--- src/rtl/mux_scan_seq.sv ---
// Scan sequencer for a 4:1 mux: steps sel through 0..3 with a programmable dwell,
// captures the mux output per slot and presents complete 4-slot frames.
module mux_scan_seq #(
    parameter int unsigned width  = 4,
    parameter int unsigned swidth = 2,
    parameter int unsigned dwidth = 4
) (
    input  logic                 clk,
    input  logic                 rst_n,
    input  logic                 start,
    input  logic                 stop,
    input  logic                 continuous,
    input  logic [dwidth-1:0]    dwell,
    input  logic [width-1:0]     mux_o,
    output logic [swidth-1:0]    sel,
    output logic                 busy,
    output logic                 cap_valid,
    output logic [swidth-1:0]    cap_idx,
    output logic [width-1:0]     cap_data,
    output logic [4*width-1:0]   frame_data,
    output logic                 frame_valid,
    output logic                 done
);

    typedef enum logic [0:0] {StIdle, StRun} state_e;

    state_e              state_q, state_d;
    logic [dwidth-1:0]   dwell_q, count_q;
    logic                cont_q, stop_q;
    logic [swidth-1:0]   sel_q, cap_idx_q;
    logic [width-1:0]    cap_data_q;
    logic [width-1:0]    shadow_q [3];
    logic [4*width-1:0]  frame_data_q;
    logic                busy_q, cap_valid_q, frame_valid_q, done_q;

    logic start_scan, capture, frame_end, finish;

    always_comb begin
        state_d    = state_q;
        start_scan = 1'b0;
        capture    = 1'b0;
        frame_end  = 1'b0;
        finish     = 1'b0;
        unique case (state_q)
            StIdle: begin
                if (start) begin
                    start_scan = 1'b1;
                    state_d    = StRun;
                end
            end
            StRun: begin
                if (count_q == dwell_q) begin
                    capture = 1'b1;
                    if (sel_q == swidth'(3)) begin
                        frame_end = 1'b1;
                        // The stop latch is checked before this edge's stop is folded in.
                        if (!cont_q || stop_q) begin
                            finish  = 1'b1;
                            state_d = StIdle;
                        end
                    end
                end
            end
            default: state_d = StIdle;
        endcase
    end

    always_ff @(posedge clk or negedge rst_n) begin
        if (!rst_n) begin
            state_q       <= StIdle;
            dwell_q       <= '0;
            count_q       <= '0;
            cont_q        <= 1'b0;
            stop_q        <= 1'b0;
            sel_q         <= '0;
            cap_idx_q     <= '0;
            cap_data_q    <= '0;
            shadow_q[0]   <= '0;
            shadow_q[1]   <= '0;
            shadow_q[2]   <= '0;
            frame_data_q  <= '0;
            busy_q        <= 1'b0;
            cap_valid_q   <= 1'b0;
            frame_valid_q <= 1'b0;
            done_q        <= 1'b0;
        end else begin
            state_q       <= state_d;
            cap_valid_q   <= capture;
            frame_valid_q <= frame_end;
            done_q        <= finish;
            if (start_scan) begin
                dwell_q <= dwell;
                cont_q  <= continuous;
                sel_q   <= '0;
                count_q <= '0;
                busy_q  <= 1'b1;
                stop_q  <= 1'b0;
            end
            if (state_q == StRun) begin
                stop_q <= finish ? 1'b0 : (stop_q | stop);
                if (capture) begin
                    if (sel_q != swidth'(3)) begin
                        shadow_q[sel_q] <= mux_o;
                    end
                    cap_idx_q  <= sel_q;
                    cap_data_q <= mux_o;
                    count_q    <= '0;
                    sel_q      <= sel_q + swidth'(1);
                end else begin
                    count_q <= count_q + dwidth'(1);
                end
                if (frame_end) begin
                    frame_data_q <= {mux_o, shadow_q[2], shadow_q[1], shadow_q[0]};
                end
                if (finish) begin
                    busy_q <= 1'b0;
                    sel_q  <= '0;
                end
            end
        end
    end

    assign sel         = sel_q;
    assign busy        = busy_q;
    assign cap_valid   = cap_valid_q;
    assign cap_idx     = cap_idx_q;
    assign cap_data    = cap_data_q;
    assign frame_data  = frame_data_q;
    assign frame_valid = frame_valid_q;
    assign done        = done_q;

endmodule

--- config.mk ---
export PLATFORM = sky130hd
export DESIGN_NAME = mux_scan_seq
export DESIGN_NICKNAME = d
export VERILOG_FILES = /design/src/rtl/mux_scan_seq.sv
export SDC_FILE = /design/constraint.sdc
export NUM_CORES = 1
export LEC_CHECK = 0
export CAP_MARGIN = 5
export CORE_UTILIZATION = 29
export CTS_CLUSTER_DIAMETER = 40
export DETAILED_ROUTE_END_ITERATION = 8
export GPL_TIMING_DRIVEN = 1
export PLACE_DENSITY = 0.61
export SKIP_CTS_REPAIR_TIMING = 1
export SKIP_LAST_GASP = 1
export SLEW_MARGIN = 20
export SYNTH_ARGS = -nofsm -noshare
export SYNTH_HDL_FRONTEND = slang
export SYNTH_SLANG_ARGS = --single-unit
--- constraint.sdc ---
create_clock -name clk -period 2.1 [get_ports clk]
set_input_delay 0.42 -clock clk [delete_from_list [all_inputs] [get_ports clk]]
set_output_delay 0.42 -clock clk [all_outputs]
set_load 0.01 [all_outputs]
==> qor.csv, run 1 <==
metric,value,unit
status,"complete, no violations",
core_area,0.00694,mm^2
ys_top_cells_by_area,"dfrtp_1 (60%), mux2_2 (10%), mux2_1 (9.0%)",
ys_ff_latch,51,
reg2regPathDepth,4,
crit_fanout,10,
routed_via_density,4.45,
post-place-ws,0.259,ns
yosysSeqAreaShare,0.601,
layout_min_cycle_time,1.83,ns
setup_tns,0,ns
power_density,1390,mW/mm^2
finalMaxSlewViolations,0,
drc_errors,0,
layout_common_cells,"dfrtp_1 (51), clkdlybuf4s50_1 (39), mux2_2 (19)",
peakVddDrop,0.404,mV
numPortBuffers,40,
multi_input_area,796,um^2
max_clock_freq,545,MHz
route.vias.total,1335,
drive_gt1_frac,0.196,
diodes,0,
grt_pass1_vias,1371,
cts.sinks,51,
grt_max_degree,32,
rsz0062_at_grt,false,
synth_cells,156,
cts_buffers,5,
htreeDepth,2,
total_power,3.87,mW
ios,41,
wire_per_inst,13.1,um
finalWeightedCongestion,0.700,
regArea,0.00128,mm^2
die_x,87.5,um
first_iter_violations,83,
setup_viol,0,
cts_tree,done,
antenna_left,0,
die_h,87.5,um
root_buffer,clkbuf_8,
yosysWarningCount,0,
worstSetupStartpointType,register,
hold_viol,0,
hp-class,in -> async,
cts.path.max_buffers,2,
yosysTopAreaCellShare,0.601,
grt_usage,0.113,
endpoint_kind,register,
wirelength,3920,um
final_common_cell,dfrtp_1,
synth.largest_area_cell,dfrtp_1,
die-area,0.00766,mm^2
layout.nets,221,
syn2layout_area_growth,31.2,%
finClkSkew,0.00401,ns
firstDrtPassIters,3,
cp.required,2.30,ns
netlist-cell-type-count,27,
tightest_slew,0.705,ns
critical_path_class,reg -> reg,
grt.overflow.total,0,
row_count,30,
worst_slack,0.266,ns
p_leak,1.23,nW
post-route-util,0.401,
max-cap-violations,0,
slew_headroom,0.525,
cts.clk_slew.worst_paths,0.09,ns
antenna_found_initial,0,
nFillCells,657,
worstSkewPairLatency,0.30,ns
period_share,0.873,
start_util,0.306,
dp_hpwl,2860,um
arrival,2.03,ns
syn_avg_cell_area,13.6,um^2
syn_nets,174,
grt_pass1_wl,6720,um
syn-cell-area,0.00212,mm^2
-- cells in the mapped netlist --
library cell / count
dfrtp_1: 51
mux2_2: 19
mux2_1: 17
nand2_1: 13
o21ai_0: 8
inv_1: 6
nand3_1: 6
ha_1: 5
nor2_1: 4
clkbuf_1: 3
nor3_2: 3
xnor2_1: 3
nand4b_1: 2
o211ai_1: 2
o21ai_1: 2
a31oi_1: 1
a32o_1: 1
buf_1: 1
buf_2: 1
buf_4: 1
nand4_4: 1
nor2_4: 1
nor2b_1: 1
o221ai_1: 1
o22a_1: 1
or2_1: 1
xnor2_2: 1
-- cell families after synthesis --
| logic type | share of synthesized area |
|---|---|
| buffers and inverters | 0.0236 |
| DFF | 0.601 |
| xor gates and xnor gates | 0.0201 |
| AOI/OAI and AO/OA | 0.0466 |
| adders and majority gates | 0.0295 |
| and+or+nand+nor | 0.0879 |
| muxes | 0.191 |
-- sequential cells by signal, summed over array words and instances (netlist names), 2 cells and up --
signal      cells
cap_data        4
dwell_q         4
count_q         4
frame_data     16
cap_idx         2
sel             2
shadow_q       12
-- per-layer routing --
| layer | track usage | part of all wire | vias up |
|---|---|---|---|
| li1 | - | - | 637 |
| met5 | 0 | 0 | - |
| met3 | 0.0330 | 0.044 | 4 |
| met4 | 0.0268 | 0.011 | 0 |
| met1 | 0.156 | 0.49 | 668 |
| met2 | 0.178 | 0.46 | 26 |
-- path summary, 6_finish.rpt --
path	to	startpoint	slack, ns
setup / recovery	shadow_q[8]$_DFFE_PN0P_	count_q[0]$_DFFE_PN0P_	0.27
max in group asynchronous	cap_data[2]$_DFFE_PN0P_	rst_n	1.51
setup reg to reg	shadow_q[8]$_DFFE_PN0P_	count_q[0]$_DFFE_PN0P_	0.27
min in group clk	frame_data[7]$_DFFE_PN0P_	shadow_q[7]$_DFFE_PN0P_	0.49
hold / removal	busy$_DFF_PN0_	rst_n	0.07
hold reg to reg	frame_data[7]$_DFFE_PN0P_	shadow_q[7]$_DFFE_PN0P_	0.49
-- power by group --
| group | switching [mW] | leakage [nW] | internal (mW) |
|---|---|---|---|
| Sequential | 0.281 | 0.648 | 1.40 |
| Combinational | 0.630 | 0.527 | 0.859 |
| Clock | 0.334 | 0.0587 | 0.361 |
| Total | 1.25 | 1.23 | 2.63 |
-- final cells by class --
class	count	area share
repair buffers	46	0.163
flip-flops and latches	51	0.458
clock buffers	5	0.0247
clock inverters	3	0.0171
well taps	96	0.0431
inverters	6	0.00809
multi-input cells	93	0.286
-- worst max-delay path, stage by stage (launching register included) --
cell     delay [ns]
dfrtp_1        0.44
xnor2_1        0.24
nand4_4        0.23
nor3_2         0.43
mux2_2         0.38
-- through the flow --
stage               instances  instance area [um^2]  hold slack [ns]
floorplan                 156                  2120            0.124
global placement          292                  2670            0.427
detailed placement        292                  2670            0.430
CTS                       300                  2780           0.0916
global route              300                  2780            0.109
finish                    300                  2780           0.0657
No activity file was read; power rests on OpenSTA's default activity.
==> run 2, diff against run 1 <==
--- a/config.mk
+++ b/config.mk
@@ -10,7 +10,7 @@
 export CTS_CLUSTER_DIAMETER = 40
 export DETAILED_ROUTE_END_ITERATION = 8
 export GPL_TIMING_DRIVEN = 1
-export PLACE_DENSITY = 0.61
+export PLACE_DENSITY = 0.56
 export SKIP_CTS_REPAIR_TIMING = 1
 export SKIP_LAST_GASP = 1
 export SLEW_MARGIN = 20
==> run 2 against run 1 <==
Effect of this change:
- sequential share of layout area is 0.58 points higher
- combinational power about the same
- count of clock-buffer cells in the layout increased by 1
- core utilization fell by 0.50 points
- worst setup slack got worse by 0.031 ns
- cell count fell by 0.33%
- wire length up 0.74%
- via count down 0.90%
- register-to-register slack worse by 0.03 ns
- design area shrank 1.3%
- clock power decreased by 18%
==> qor.csv, run 2 (synthesized netlist as in run 1, its figures left out) <==
metric,value,unit,change
dp_hpwl,2770,um,-2.9%
swShare,0.329,,+0.00753
crit_slowest_cell,dfrtp_1,,
nFillCells,677,,+3.0%
reg2regPathDepth,4,,unchanged
finalWeightedCongestion,0.697,,-0.53%
grt.overflow.total,0,,unchanged
antenna_left,0,,unchanged
layout.nets,220,,-0.45%
arrival,2.07,ns,+0.04 ns
grt_max_degree,52,,+63%
top_layer_used,met4,,
die_x,87.5,um,unchanged
wl_met3,135,um,-22%
die-area,0.00766,mm^2,unchanged
diodes,0,,unchanged
peakVddDrop,0.343,mV,-15%
ios,41,,unchanged
max-cap-violations,0,,unchanged
slowest_delay,0.44,ns,about the same
crit_chain,xnor2_1 -> nand4_4 -> nor3_2 -> mux2_2,,
worst_slack,0.235,ns,-0.0307 ns
crit_fanout,14,,+4
worstSkewPairLatency,0.31,ns,about the same
power_density,1360,mW/mm^2,-2.4%
max_clock_freq,536,MHz,-1.6%
wire_per_inst,13.2,um,+1.1%
routed_via_density,4.42,,-0.57%
endpoint_kind,register,,
clockPowerShare,0.153,,-0.027
worstSetupEndpoint,shadow_q[1]$_DFFE_PN0P_,,
drc_errors,0,,unchanged
p_int,2.50,mW,-4.7%
cts.clk_slew.worst_paths,0.10,ns,about the same
placed_cell_area,0.00266,mm^2,-0.28%
p_leak,1.21,nW,-2.0%
grt_pass1_vias,1318,,-3.9%
rr_startpoint,count_q[0]$_DFFE_PN0P_,,
route.vias.total,1323,,-0.90%
wl_met1,1920,um,+0.37%
rsz0062_at_grt,false,,
firstDrtPassIters,4,,+1
post-place-ws,0.219,ns,-0.0397 ns
first_iter_violations,65,,-22%
drive_gt1_frac,0.187,,-0.00889
core_area,0.00694,mm^2,unchanged
cts_tree,done,,
cts_buffers,5,,unchanged
tightest_slew,0.653,ns,-0.0517 ns
cp.required,2.30,ns,about the same
cts.path.max_buffers,2,,unchanged
r2r_slack,0.24,ns,-0.03 ns
layout_min_cycle_time,1.86,ns,+0.0307 ns
setup_tns,0,ns,unchanged
setup_viol,0,,unchanged
fin_cells,299,,-0.33%
finClkSkew,0.0100,ns,+0.00599 ns
antenna_found_initial,0,,unchanged
cts.sinks,51,,unchanged
grt_usage,0.115,,+0.00134
row_count,30,,unchanged
numPortBuffers,40,,unchanged
wl_met2,1820,um,+1.6%
combPwrFrac,0.398,,+0.013
p_seq_frac,0.450,,+0.015
worstReg2RegEnd,shadow_q[1]$_DFFE_PN0P_,,
root_buffer,clkbuf_8,,
layout_common_cells,"dfrtp_1 (51), clkdlybuf4s50_1 (39), mux2_2 (19)",,
final_common_cell,dfrtp_1,,
total_power,3.73,mW,-3.6%
startpoint,count_q[0]$_DFFE_PN0P_,,
dp.cells,291,,-0.34%
switchingPower,1.23,mW,-1.4%
finalMaxSlewViolations,0,,unchanged
htreeDepth,2,,unchanged
critical_path_class,reg -> reg,,
post-route-util,0.396,,-0.00505
grt_pass1_wl,6600,um,-1.7%
worstSetupStartpointType,register,,
slew_headroom,0.560,,+0.0348
start_util,0.306,,unchanged
hold_viol,0,,unchanged
syn2layout_area_growth,29.5,%,
largest_reg_flops,16,,unchanged
die_h,87.5,um,unchanged
timing.hold.ws,0.207,ns,+0.141 ns
period_share,0.888,,+0.0146
wirelength,3950,um,+0.74%
final_area,0.00275,mm^2,-1.3%
status,"complete, no violations",,
hp-class,in -> async,,
run 2: power by group through the flow:
stage                     logic, mW  registers, mW  clock network [mW]
after floorplan               0.801           1.74                   0
after global placement         1.49           1.70                   0
after detailed placement       1.51           1.71                   0
after CTS                      1.51           1.69               0.598
after global routing           1.63           1.74               0.640
final                          1.48           1.68               0.570
run 2: metal layers:
layer  global-route usage  vias up
li1                     -      635
met5                    0        -
met4               0.0492        0
met3               0.0273        6
met2                0.170       28
met1                0.160      654
run 2: worst min path at each step:
stage                                 endpoint                  startpoint  depth (start not counted)  slack, ns
floorplan                       busy$_DFF_PN0_                       rst_n                          0       0.12
global placement    frame_data[11]$_DFFE_PN0P_  frame_data[11]$_DFFE_PN0P_                          1       0.47
detailed placement     shadow_q[3]$_DFFE_PN0P_     shadow_q[3]$_DFFE_PN0P_                          1       0.48
CTS                  frame_data[5]$_DFFE_PN0P_                       rst_n                          2       0.23
global route           shadow_q[4]$_DFFE_PN0P_                       rst_n                          2       0.26
finish                 shadow_q[4]$_DFFE_PN0P_                       rst_n                          2       0.21
run 2: area by class of cell:
| class | count | area (um^2) | area share |
|---|---|---|---|
| tap | 96 | 120 | 0.0437 |
| sequential | 51 | 1280 | 0.464 |
| inverter | 6 | 22.5 | 0.00819 |
| clock inverter | 2 | 16.3 | 0.00592 |
| multi-input combinational | 93 | 796 | 0.289 |
| timing repair buffer | 45 | 445 | 0.162 |
| clock buffer | 6 | 72.6 | 0.0264 |
run 2: worst max-delay path, delay by kind of cell (launching register included):
family,cells,cell delay (ns)
muxes,1,0.38
xor gates and xnor gates,1,0.25
and+or+nand+nor,2,0.69
DFF,1,0.44
